$ cat src/rtl/inst_loader_if.sv
// Beat-input stream and instruction-memory write port used by inst_loader.
// The master side is the producer of beats and the consumer of memory writes.
interface inst_loader_if #(
  parameter int unsigned DEPTH_LOG2 = 10
);
  logic                  in_valid;
  logic                  in_ready;
  logic [1:0]            in_kind;
  logic [5:0]            in_code;
  logic [4:0]            in_rs;
  logic [4:0]            in_rt;
  logic [4:0]            in_rd;
  logic [4:0]            in_shamt;
  logic [15:0]           in_imm;
  logic [25:0]           in_target;
  logic                  in_last;
  logic                  imem_we;
  logic [DEPTH_LOG2-1:0] imem_addr;
  logic [31:0]           imem_wdata;

  modport master (
    output in_valid, in_kind, in_code, in_rs, in_rt, in_rd, in_shamt, in_imm, in_target,
    output in_last,
    input  in_ready, imem_we, imem_addr, imem_wdata
  );

  modport slave (
    input  in_valid, in_kind, in_code, in_rs, in_rt, in_rd, in_shamt, in_imm, in_target,
    input  in_last,
    output in_ready, imem_we, imem_addr, imem_wdata
  );
endinterface

$ cat src/rtl/inst_loader.sv
// Instruction loader: encodes R/I/J field beats into 32-bit words and writes them
// sequentially into instruction memory, stalling the CPU for the whole session.
module inst_loader #(
  parameter int unsigned DEPTH_LOG2 = 10
) (
  input  logic                clk,
  input  logic                rst,
  input  logic                start,
  inst_loader_if.slave        bus,
  output logic                cpu_stall,
  output logic                busy,
  output logic                done,
  output logic                err_illegal,
  output logic                err_full,
  output logic [DEPTH_LOG2:0] count
);

  typedef enum logic [1:0] {StIdle, StLoad, StDone} state_e;

  state_e                state_q, state_d;
  logic                  closing_q, closing_d;
  logic [DEPTH_LOG2-1:0] wr_ptr_q, wr_ptr_d;
  logic [DEPTH_LOG2:0]   count_q, count_d;
  logic                  err_ill_q, err_ill_d;
  logic                  err_full_q, err_full_d;
  logic                  we_q, we_d;
  logic [DEPTH_LOG2-1:0] addr_q, addr_d;
  logic [31:0]           wdata_q, wdata_d;

  logic                  legal;
  logic [31:0]           enc_word;
  logic                  accept;
  logic                  at_top;

  always_comb begin
    legal    = 1'b0;
    enc_word = '0;
    case (bus.in_kind)
      2'b00: begin
        legal = bus.in_code inside {6'h20, 6'h21, 6'h22, 6'h23, 6'h2A, 6'h2B, 6'h24, 6'h25,
                                    6'h26, 6'h27, 6'h00, 6'h02, 6'h03, 6'h04, 6'h06, 6'h07,
                                    6'h08};
        enc_word = {6'b000000, bus.in_rs, bus.in_rt, bus.in_rd, bus.in_shamt, bus.in_code};
      end
      2'b01: begin
        legal = bus.in_code inside {6'h08, 6'h09, 6'h0A, 6'h0B, 6'h0C, 6'h0D, 6'h0E, 6'h23,
                                    6'h2B, 6'h04, 6'h05};
        enc_word = {bus.in_code, bus.in_rs, bus.in_rt, bus.in_imm};
      end
      2'b10: begin
        legal    = (bus.in_code == 6'h02);
        enc_word = {bus.in_code, bus.in_target};
      end
      default: begin
        legal    = 1'b0;
        enc_word = '0;
      end
    endcase
  end

  // closing_q marks the write cycle after the final beat; no beats are taken then.
  assign bus.in_ready = (state_q == StLoad) && !closing_q;
  assign accept       = bus.in_valid && bus.in_ready;
  assign at_top       = (wr_ptr_q == {DEPTH_LOG2{1'b1}});

  always_comb begin
    state_d    = state_q;
    closing_d  = closing_q;
    wr_ptr_d   = wr_ptr_q;
    count_d    = count_q;
    err_ill_d  = err_ill_q;
    err_full_d = err_full_q;
    we_d       = 1'b0;
    addr_d     = addr_q;
    wdata_d    = wdata_q;
    unique case (state_q)
      StIdle: begin
        if (start) begin
          state_d    = StLoad;
          closing_d  = 1'b0;
          wr_ptr_d   = '0;
          count_d    = '0;
          err_ill_d  = 1'b0;
          err_full_d = 1'b0;
        end
      end
      StLoad: begin
        if (closing_q) begin
          state_d   = StDone;
          closing_d = 1'b0;
        end else if (accept) begin
          if (legal) begin
            we_d    = 1'b1;
            addr_d  = wr_ptr_q;
            wdata_d = enc_word;
            count_d = count_q + 1'b1;
            // Pointer saturates at the last word; the session ends there instead.
            if (!at_top) wr_ptr_d = wr_ptr_q + 1'b1;
          end else begin
            err_ill_d = 1'b1;
          end
          if (bus.in_last) closing_d = 1'b1;
          if (legal && at_top) begin
            closing_d = 1'b1;
            if (!bus.in_last) err_full_d = 1'b1;
          end
        end
      end
      StDone: begin
        state_d = StIdle;
      end
      default: begin
        state_d = StIdle;
      end
    endcase
  end

  always_ff @(posedge clk) begin
    if (rst) begin
      state_q    <= StIdle;
      closing_q  <= 1'b0;
      wr_ptr_q   <= '0;
      count_q    <= '0;
      err_ill_q  <= 1'b0;
      err_full_q <= 1'b0;
      we_q       <= 1'b0;
      addr_q     <= '0;
      wdata_q    <= '0;
    end else begin
      state_q    <= state_d;
      closing_q  <= closing_d;
      wr_ptr_q   <= wr_ptr_d;
      count_q    <= count_d;
      err_ill_q  <= err_ill_d;
      err_full_q <= err_full_d;
      we_q       <= we_d;
      addr_q     <= addr_d;
      wdata_q    <= wdata_d;
    end
  end

  assign bus.imem_we    = we_q;
  assign bus.imem_addr  = addr_q;
  assign bus.imem_wdata = wdata_q;
  assign busy           = (state_q != StIdle);
  assign cpu_stall      = busy;
  assign done           = (state_q == StDone);
  assign err_illegal    = err_ill_q;
  assign err_full       = err_full_q;
  assign count          = count_q;

endmodule

$ cat src/flat_wrapper.sv
// flat-port wrapper written by rule: the top's interface ports become plain ports
module inst_loader_flat 
#(
  parameter int unsigned DEPTH_LOG2 = 10
)
  (clk, rst, start, cpu_stall, busy, done, err_illegal, err_full, count, bus_in_valid, bus_in_kind, bus_in_code, bus_in_rs, bus_in_rt, bus_in_rd, bus_in_shamt, bus_in_imm, bus_in_target, bus_in_last, bus_in_ready, bus_imem_we, bus_imem_addr, bus_imem_wdata);
  inst_loader_if #(.DEPTH_LOG2(DEPTH_LOG2)) bus_i ();
  input  logic clk;
  input  logic rst;
  input  logic start;
  output logic cpu_stall;
  output logic busy;
  output logic done;
  output logic err_illegal;
  output logic err_full;
  output logic [DEPTH_LOG2:0] count;
  input wire logic [$bits(bus_i.in_valid)-1:0] bus_in_valid;
  input wire logic [$bits(bus_i.in_kind)-1:0] bus_in_kind;
  input wire logic [$bits(bus_i.in_code)-1:0] bus_in_code;
  input wire logic [$bits(bus_i.in_rs)-1:0] bus_in_rs;
  input wire logic [$bits(bus_i.in_rt)-1:0] bus_in_rt;
  input wire logic [$bits(bus_i.in_rd)-1:0] bus_in_rd;
  input wire logic [$bits(bus_i.in_shamt)-1:0] bus_in_shamt;
  input wire logic [$bits(bus_i.in_imm)-1:0] bus_in_imm;
  input wire logic [$bits(bus_i.in_target)-1:0] bus_in_target;
  input wire logic [$bits(bus_i.in_last)-1:0] bus_in_last;
  output wire logic [$bits(bus_i.in_ready)-1:0] bus_in_ready;
  output wire logic [$bits(bus_i.imem_we)-1:0] bus_imem_we;
  output wire logic [$bits(bus_i.imem_addr)-1:0] bus_imem_addr;
  output wire logic [$bits(bus_i.imem_wdata)-1:0] bus_imem_wdata;
  assign bus_i.in_valid = bus_in_valid;
  assign bus_i.in_kind = bus_in_kind;
  assign bus_i.in_code = bus_in_code;
  assign bus_i.in_rs = bus_in_rs;
  assign bus_i.in_rt = bus_in_rt;
  assign bus_i.in_rd = bus_in_rd;
  assign bus_i.in_shamt = bus_in_shamt;
  assign bus_i.in_imm = bus_in_imm;
  assign bus_i.in_target = bus_in_target;
  assign bus_i.in_last = bus_in_last;
  assign bus_in_ready = bus_i.in_ready;
  assign bus_imem_we = bus_i.imem_we;
  assign bus_imem_addr = bus_i.imem_addr;
  assign bus_imem_wdata = bus_i.imem_wdata;
  inst_loader #(.DEPTH_LOG2(DEPTH_LOG2)) u_core (.clk(clk), .rst(rst), .start(start), .bus(bus_i), .cpu_stall(cpu_stall), .busy(busy), .done(done), .err_illegal(err_illegal), .err_full(err_full), .count(count));
endmodule
$ cat config.mk
export PLATFORM = sky130hd
export DESIGN_NAME = inst_loader_flat
export DESIGN_NICKNAME = d
export VERILOG_FILES = /design/src/rtl/inst_loader_if.sv /design/src/rtl/inst_loader.sv /design/src/flat_wrapper.sv
export SDC_FILE = /design/constraint.sdc
export NUM_CORES = 1
export LEC_CHECK = 0
export CAP_MARGIN = 20
export CORE_MARGIN = 1
export CORE_UTILIZATION = 47
export DETAILED_ROUTE_END_ITERATION = 8
export GPL_ROUTABILITY_DRIVEN = 0
export HOLD_SLACK_MARGIN = 0.02
export PLACE_DENSITY = 0.92
export SYNTH_ARGS = -nofsm -noshare
export SYNTH_HDL_FRONTEND = slang
export SYNTH_SLANG_ARGS = --single-unit
$ cat constraint.sdc
create_clock -name clk -period 6.38 [get_ports clk]
set_clock_uncertainty 0.1 [all_clocks]
set_input_delay 1.276 -clock clk [delete_from_list [all_inputs] [get_ports clk]]
set_output_delay 1.276 -clock clk [all_outputs]
set_load 0.005 [all_outputs]
Yosys cells after proc, flatten, opt, wreduce, memory -nomap -nowiden
Cells that the tools add are included.
{"block": "totals", "latchBits": 0, "romBits": 0, "wordCells": 102, "in_bits": 75, "regBits": 69, "memories": 0, "output_inout_bits": 60, "mem_bits_rw": 0}
{"block": "classes", "n_mul": 0, "n_addsub": 2, "bitwise": 3, "div_mod_pow": 0, "mux": 32, "eq_ne": 37, "magnitude_cmp": 0, "reduce_logical": 19, "shifts": 0}
{"op": "32-bit one-hot mux with 3 select lines", "count": 1}
{"op": "6-bit == test (second input constant)", "count": 10}
{"op": "10-bit two-way mux", "count": 5}
{"op": "11-bit two-way mux", "count": 4}
{"op": "6-bit by 4-bit == test with 1-bit output (second input constant)", "count": 7}
{"op": "6-bit by 3-bit == test with 1-bit output (second input constant)", "count": 4}
{"op": "11-bit one-hot mux with 2 select lines", "count": 1}
{"op": "10-bit one-hot mux with 2 select lines", "count": 1}
{"op": "17-bit nonzero test", "count": 1}
{"op": "1-bit two-way mux", "count": 13}
{"op": "6-bit by 2-bit == test with 1-bit output (second input constant)", "count": 2}
{"op": "2-bit != test (second input constant)", "count": 6}
{"op": "6-bit AND reduction", "count": 2}
{"op": "11-bit by 1-bit adder with 11-bit output (second input constant)", "count": 1}
{"op": "11-bit nonzero test", "count": 1}
{"op": "10-bit by 1-bit adder with 10-bit output (second input constant)", "count": 1}
{"op": "10-bit == test (second input constant)", "count": 1}
{"op": "5-bit AND reduction", "count": 2}
{"op": "6-bit zero test", "count": 1}
{"op": "2-bit by 1-bit != test with 1-bit output (second input constant)", "count": 3}
{"op": "1-bit one-hot mux with 2 select lines", "count": 3}
{"op": "2-bit by 1-bit == test with 1-bit output (second input constant)", "count": 2}
{"op": "2-bit == test (second input constant)", "count": 2}
{"op": "2-bit zero test", "count": 2}
{"op": "other kinds (10)", "count": 17}

Logic depth before layout (Yosys ltp)
Gate-level depths: netlist of run 1.
{"block": "depth", "word_depth": 8, "ltp_mapped": 10, "depth_no_buf": 7}

Worst setup path before layout of run 1
Ideal clock, no wire load.
{"block": "synth_timing", "path_type": "input to register", "startpoint": "input bus_in_kind[1]", "endpoint": "register u_core.addr_q[6], in the netlist u_core.bus.imem_addr[6]", "arrival_ns": 2.818, "setup_ns": 0.132, "cell_stages": 10, "path_slack_ns": 3.329, "n_path_buf": 4, "cell_sequence": "buf_4 -> nor4bb_1 -> a41o_1 -> o311a_1 -> or2_1 -> buf_2 -> buf_6 -> buf_4 -> nand2_1 -> a21oi_1"}
{"block": "synth_between", "elab_chain_cells": 3, "elab_cells_between_ends": 5, "cone_classes": "eq/ne (2); mux (1); reduce/logical (2)"}
{"element": "start: declaration", "line": "flat_wrapper.sv:18", "text": "input wire logic [$bits(bus_i.in_kind)-1:0] bus_in_kind;"}
{"element": "2-bit == test (tied with other cells)", "line": "inst_loader.sv:38", "text": "case (bus.in_kind)"}
{"element": "1-bit one-hot mux with 3 select lines (*)", "line": "inst_loader.sv:38"}
{"element": "4-bit AND reduction (no source line) (*)"}
{"element": "end signal: assignment", "line": "inst_loader.sv:137", "text": "addr_q <= addr_d;"}
{"element": "end: declaration", "line": "inst_loader.sv:27", "text": "logic [DEPTH_LOG2-1:0] addr_q, addr_d;"}
Every way passes the cells marked *; elsewhere a longest branch is shown, timed or not.
A chain may end at the register's enable or synchronous reset.

Worst setup path in the final report of run 1
{"block": "layout_timing", "startpoint": "input bus_in_kind[1]", "endpoint": "register u_core.wdata_q[16], in the netlist u_core.bus.imem_wdata[16]"}
{"block": "layout_between", "elab_chain_cells": 3, "elab_cells_between_ends": 6, "cone_classes": "eq/ne (2); mux (2); reduce/logical (2)"}
{"element": "2-bit == test (tied with other cells)", "line": "inst_loader.sv:38"}
{"element": "1-bit one-hot mux with 3 select lines", "line": "inst_loader.sv:38"}
{"element": "4-bit AND reduction (no source line)"}
{"element": "end signal: assignment", "line": "inst_loader.sv:138", "text": "wdata_q <= wdata_d;"}
{"element": "end: declaration", "line": "inst_loader.sv:28", "text": "logic [31:0] wdata_q, wdata_d;"}
Several ways; a longest one is shown, not always the timed one.

==> results of run 1 <==
-- path summary, 6_finish.rpt --
check	start	end	slack, ns
max	bus_in_kind[1]	u_core.bus.imem_wdata[16]	1.81
min	u_core.bus.imem_wdata[31]	u_core.bus.imem_wdata[31]	0.35
min reg2reg	u_core.bus.imem_wdata[31]	u_core.bus.imem_wdata[31]	0.35
max reg2reg	u_core.state_q[0]	u_core.bus.imem_wdata[16]	3.18
-- sequential cells by signal (all words and copies together) (netlist names) --
name,cells
u_core.err_illegal,1
u_core.count,11
u_core.state_q,2
u_core.wr_ptr_q,10
u_core.bus.imem_addr,10
u_core.bus.imem_we,1
u_core.bus.imem_wdata,32
u_core.closing_q,1
u_core.err_full,1
-- metrics by stage --
| step | setup WS (ns) | cells | util [%] | cell area [µm²] | total power, µW |
|---|---|---|---|---|---|
| global placement | 1.733 | 614 | 68.56 | 4658 | 560.8 |
| CTS | 1.885 | 628 | 71.27 | 4842 | 888.6 |
| detailed placement | 1.612 | 614 | 68.56 | 4658 | 562.8 |
| global route | 1.678 | 628 | 71.27 | 4842 | 919.3 |
| finish | 1.813 | 628 | 71.27 | 4842 | 886.1 |
| floorplan | 3.329 | 407 | - | 3299 | 497.0 |
-- cells in the final DEF, fill, tap and decap left out, drive strengths merged, types with 2 or more instances in the layout --
| master | instances |
|---|---|
| a211oi | 2 |
| a21oi | 36 |
| a221oi | 16 |
| a22o | 7 |
| a22oi | 2 |
| a31oi | 6 |
| and2 | 4 |
| and3 | 8 |
| buf | 4 |
| clkbuf | 13 |
| clkdlybuf4s50 | 134 |
| dfxtp | 69 |
| ha | 2 |
| inv | 7 |
| mux2 | 6 |
| mux2i | 11 |
| nand2 | 61 |
| nand2b | 6 |
| nand3 | 16 |
| nor2 | 42 |
| nor2b | 4 |
| nor3 | 19 |
| nor4bb | 2 |
| o21ai | 16 |
| o22ai | 4 |
| o2bb2ai | 5 |
| o31a | 2 |
| o31ai | 5 |
| or2 | 3 |
| or3 | 4 |
| xor2 | 2 |
-- worst max-delay path: stages --
cell and delay [ns]:
clkdlybuf4s50_1 1.06, nand2_1 0.11, nor4b_1 0.47, o311a_1 0.31, or2_1 0.65, buf_4 0.44, nor2_1 0.13, nor3_1 0.25
-- final cells by class --
cell class | instances | area share, %
clock buffers | 13 | 3.695
clock inverters | 1 | 0.1034
inverters | 7 | 0.5426
multi-input cells | 304 | 36.33
flip-flops and latches | 69 | 28.53
well taps | 96 | 2.481
repair buffers | 138 | 28.32
-- per-layer routing --
layer	part of all wire [%]	wire length, µm	vias up	track usage [%]
met5	0	0	-	0
met4	3.4	325	0	11.82
met3	6.6	624	31	5.390
met2	50	4735	162	44.44
met1	40	3750	1665	31.60
li1	-	-	1708	-
-- power breakdown --
part           switching [µW]  internal, µW  leakage (µW)
registers                3.56           434      0.000556
clock network             153           179     0.0000974
logic                    49.8          66.8       0.00110
total                     206           680       0.00175
-- kinds of logic (layout without fill, tap and decap cells) --
group | count (synthesis) | after routing | synth area share (%)
AO/OA/AOI/OAI | 109 | 109 | 22.07
multiplexers | 17 | 17 | 5.385
buffers and inverters | 34 | 159 | 4.816
AND/OR/NAND/NOR | 174 | 174 | 24.57
flip-flops | 69 | 69 | 41.87
XOR/XNOR | 2 | 2 | 0.5310
adder cells (fa/ha/maj) | 2 | 2 | 0.7583
==> out/qor.csv, run 1 <==
stage,metric,value,unit
grt,first-pass GRT wire length,15.19,mm
yosys,"Cell Area, Synth",3299,µm²
layout,fill cell count,514,
min_path,Hold/Removal Path Class,reg2reg,
yosys,count of different cell masters after synthesis,53,
grt,global-route total usage across every layer,26.03,%
clocking,TritonCTS buffer count,9,
sta,max-slew violation count,0,
grt,vias in the first global route,3264,
pwr,IR Drop Worst-Case VDD,0.0001137,V
sta,total count of hold-check failures in the final report,0,
yosys,proportion of netlist area held by the largest area contributor,41.87,%
layout,multi-input logic area,1759,µm²
worst_setup_path,worst path arrival time,4.71,ns
floorplan,area of the die,7359,µm²
worst_setup_path,crit path capture type,register,
pwr,pwr dens,183.0,nW/µm²
clocking,number of instances resized during post-cts repair,0,
detailed_routing,Post-route DRC,0,
detailed_routing,routed len/inst,15.02,µm
sta,setup repair after global routing missed its margin,no,
sta,maximum clock frequency,219.0,MHz
floorplan,row cnt,30,
worst_setup_path,critical path launch point type,primary input,
min_path,Hold Path Stages,2,
sta,worst slack on hold paths,0.3543,ns
layout,final net count,606,
run,maximum capacitance violations,0,
sta,Finish-stage setup viols,0,
clocking,number of buffers inserted to repair setup after CTS,0,
yosys,library cell with the highest instance count after synthesis,dfxtp_1,
yosys,Yosys warnings,0,
grt,antenna violations before repair,0,
floorplan,die extent in y,85.79,µm
clocking,latest clock arrival within the worst-skew pair,0.33,ns
placed_design,half-perimeter wire length after detailed placement,6.806,mm
clocking,Clock Sinks,69,
yosys,ys flop type,dfxtp_1,
clocking,clk root buf,clkbuf_8,
yosys,syn nets,484,
layout,share of final-layout standard cells stronger than drive strength 1,6.015,%
floorplan,core region area,6794,µm²
detailed_routing,average vias per placed instance,5.678,
grt,largest net degree at the start of global routing,46,
worst_setup_path,Register-to-Register Path Depth,7,
layout,Antenna diodes,0,
yosys,post-synthesis cell count,407,
yosys,post-synthesis sequential element count,69,
yosys,cell type contributing the most total cell area after synthesis,dfxtp_1,
layout,area growth from synthesis to layout,46.76,%
worst_setup_path,WS Path Type,in2reg,
clocking,CTS clock-pin slew for the worst setup and hold paths,0.07,ns
status,result of the run,finished clean,
worst_setup_path,critical-path maximum fanout,27,
yosys,leading post-synthesis cells by instance count,"dfxtp_1 (69), nand2_1 (61), nor2_1 (40)",
clocking,count of hold-fix buffers inserted at cts,0,
grt,final global-route overflow total,0,
pwr,LEAKAGE,0.001750,µW
clocking,CTS tree,built,
yosys,top area cells in the synthesized netlist,"dfxtp_1 (42%), nand2_1 (6.9%), a21oi_1 (5.3%), nor2_1 (4.6%), a221oi_1 (4.2%)",
sta,part of the cycle the worst path needs,71.58,%
placed_design,count of port buffers added during placement,134,
sta,fin crit period,4.567,ns
yosys,post-synthesis average cell area,8.107,µm²
floorplan,boundary pin count,135,
yosys,number of enable-type register cells in the synthesized netlist,0,
yosys,part of the Yosys area used for sequential elements,41.87,%
floorplan,initial standard-cell utilization of the core,48.56,%
detailed_routing,number of iterations in the first detailed-routing pass,5,
clocking,H-tree lvl count,3,
detailed_routing,number of nets with antenna violations after routing,0,
detailed_routing,first-iteration detailed-routing DRC count,277,
detailed_routing,vias after detailed routing,3566,
clocking,Clock Path Buffers,2,
layout,total area of sequential cells,1381,µm²
worst_setup_path,required time at the worst-slack endpoint,6.52,ns
yosys,async set-reset flop share out of synthesis,0,%
sta,Worst-Margin Slew,1.002,ns
sta,total negative slack for setup checks,0,ns
detailed_routing,"wirelength, routed",9.434,mm
sta,headroom to the max-slew limit,32.96,%
floorplan,Chip Width,85.79,µm
No activity file was read; power rests on OpenSTA's default activity.
==> run 2: changes to the inputs <==
- CORE_UTILIZATION: 47 -> 39
- PLACE_DENSITY: 0.92 -> 0.83
- clock period: 6.38 -> 3.8 ns (I/O delays scaled with it)
==> run 2 against run 1 <==
Against the previous run: non-clock buffer count up 5; die area is 20% higher; wire length shrank 2.3%; critical path type unchanged.
==> out/qor.csv, run 2 (synthesis gave the netlist of run 1 again) <==
stage,metric,value,unit,change
placed_design,half-perimeter wire length after detailed placement,7.024,mm,+3.2%
sta,fin crit period,3.135,ns,
worst_setup_path,critical path launch point type,primary input,,
grt,antenna violations before repair,0,,unchanged
detailed_routing,number of nets with antenna violations after routing,0,,unchanged
floorplan,core region area,8217,µm²,+21%
clocking,TritonCTS buffer count,9,,unchanged
status,result of the run,finished clean,,
floorplan,row cnt,33,,+10%
detailed_routing,first-iteration detailed-routing DRC count,157,,-43%
clocking,H-tree lvl count,3,,unchanged
pwr,IR Drop Worst-Case VDD,0.0001916,V,+69%
sta,total count of hold-check failures in the final report,0,,unchanged
sta,final critical-path setup slack,0.6653,ns,-1.148 ns
sta,setup repair after global routing missed its margin,no,,
sta,total negative slack for setup checks,0,ns,unchanged
placed_design,worst slack at placement,0.3381,ns,-1.274 ns
pwr,proportion of power drawn by flip-flops and latches,44.5,%,-4.9 points
grt,final global-route overflow total,0,,unchanged
floorplan,Chip Width,93.98,µm,+9.6%
layout,final net count,611,,+0.83%
clocking,clk root buf,clkbuf_8,,
detailed_routing,routed len/inst,14.32,µm,-4.7%
layout,area growth from synthesis to layout,49.91,%,
detailed_routing,number of iterations in the first detailed-routing pass,5,,unchanged
run,maximum capacitance violations,0,,unchanged
detailed_routing,average vias per placed instance,5.393,,-5.0%
floorplan,boundary pin count,135,,unchanged
pwr,share of total power consumed by net switching,22.53,%,-0.74 points
layout,summed area of non-filler cells in the final layout,4946,µm²,+2.1%
layout,"commonest non-fill, non-tap cell in the layout",clkdlybuf4s50_1,,
grt,vias in the first global route,3243,,-0.64%
detailed_routing,Post-route DRC,0,,unchanged
clocking,CTS clock-pin slew for the worst setup and hold paths,0.07,ns,about the same
layout,Antenna diodes,0,,unchanged
detailed_routing,vias after detailed routing,3473,,-2.6%
floorplan,initial standard-cell utilization of the core,40.16,%,-8.4 points
pwr,Clock Power Share,43.5,%,+6.1 points
clocking,latest clock arrival within the worst-skew pair,0.35,ns,+0.02 ns
worst_setup_path,required time at the worst-slack endpoint,3.99,ns,-2.53 ns
sta,max-slew violation count,0,,unchanged
sta,part of the cycle the worst path needs,82.49,%,
layout,max FFs per register,32,,unchanged
clocking,CTS tree,built,,
clocking,Clock Sinks,69,,unchanged
grt,largest net degree at the start of global routing,45,,-2.2%
pwr,cell internal pwr,1278,µW,+88%
layout,share of final-layout standard cells stronger than drive strength 1,7.050,%,+1.0 points
placed_design,placed inst area,4707,µm²,+1.0%
clocking,number of instances resized during post-cts repair,0,,unchanged
min_path,Hold/Removal Path Class,reg2reg,,
detailed_routing,"wirelength, routed",9.219,mm,-2.3%
worst_setup_path,crit path capture type,register,,
worst_setup_path,critical-path maximum fanout,18,,-33%
clocking,number of buffers inserted to repair setup after CTS,0,,unchanged
grt,global-route total usage across every layer,21.45,%,-4.6 points
worst_setup_path,WS Path Type,in2reg,,
layout,fill cell count,696,,+35%
pwr,Gate power share,12.0,%,-1.2 points
placed_design,count of port buffers added during placement,134,,unchanged
sta,Finish-stage setup viols,0,,unchanged
floorplan,die extent in y,93.98,µm,+9.6%
layout,total area of sequential cells,1381,µm²,unchanged
grt,first-pass GRT wire length,14.91,mm,-1.9%
clocking,count of hold-fix buffers inserted at cts,0,,unchanged
pwr,pwr dens,333.5,nW/µm²,+82%
floorplan,area of the die,8832,µm²,+20%
pwr,Sw Pwr,371.5,µW,+80%
pwr,LEAKAGE,0.001793,µW,+2.5%
worst_setup_path,worst path arrival time,3.32,ns,-1.39 ns
clocking,Clock Path Buffers,2,,unchanged
sta,maximum clock frequency,319.0,MHz,
sta,headroom to the max-slew limit,32.64,%,-0.32 points
layout,highest-count cells in the layout ignoring fill and taps,"clkdlybuf4s50_1 (134), dfxtp_1 (69), nand2_1 (61)",,
layout,multi-input logic area,1759,µm²,unchanged
sta,Worst-Margin Slew,1.007,ns,+0.004740 ns
run 2: cell count changes in the layout (fill, tap and decap cells not counted):
cell        change
buf_4           +5
bufinv_16       +3
clkbuf_1        +1
clkinvlp_4      +1
clkinv_4        +1
clkbuf_8        -4
run 2: area by class of cell:
cell class                      count  area share (%)
Multi-Input combinational cell    304           35.57
Timing Repair Buffer              143           28.48
Sequential cell                    69           27.93
Tap cell                          105           2.656
Clock buffer                       10           2.580
Clock inverter                      6           2.251
Inverter                            7          0.5312
run 2: path summary, 6_finish.rpt:
check                                             start                      end  slack (ns)  cells after the start
worst min-delay path            u_core.bus.imem_addr[5]  u_core.bus.imem_addr[5]        0.35                      2
worst min register to register  u_core.bus.imem_addr[5]  u_core.bus.imem_addr[5]        0.35                      2
worst max-delay path                     bus_in_kind[1]          u_core.count[9]        0.67                      8
worst max register to register        u_core.state_q[0]       u_core.wr_ptr_q[2]        1.23                      7
run 2: power by group through the flow:
| stage | combinational, µW | clock [µW] | sequential (µW) |
|---|---|---|---|
| 4_1_cts | 197 | 732 | 734 |
| 6_report | 197 | 717 | 735 |
| 2_1_floorplan | 85.5 | 0 | 749 |
| 3_5_place_dp | 196 | 0 | 751 |
| 3_3_place_gp | 192 | 0 | 751 |
| 5_1_grt | 213 | 770 | 735 |
run 2: per-layer routing:
layer | up-vias | routed length [µm] | share of wire (%) | GRT usage (%)
li1 | 1719 | - | - | -
met1 | 1598 | 3744 | 41 | 25.35
met2 | 140 | 4629 | 50 | 36.25
met3 | 16 | 660 | 7.2 | 6.958
met4 | 0 | 184 | 2.0 | 7.436
met5 | - | 0 | 0 | 0
run 2: worst max-delay path, stage by stage:
cell	delay (ns)
clkdlybuf4s50_1	0.69
inv_2	0.23
a41o_1	0.25
o311a_1	0.41
or2_1	0.37
buf_4	0.23
o22ai_1	0.20
a22o_1	0.16
run 2: metrics by stage:
stage                     util [%]  power [µW]  hold WS [ns]  cells
after floorplan                  -       834.4        0.3483    407
after global placement       57.29       942.7        0.3398    628
after detailed placement     57.29       947.0        0.3453    628
after CTS                    60.19        1663        0.3601    644
after global routing         60.19        1718        0.3817    644
final                        60.19        1649        0.3541    644
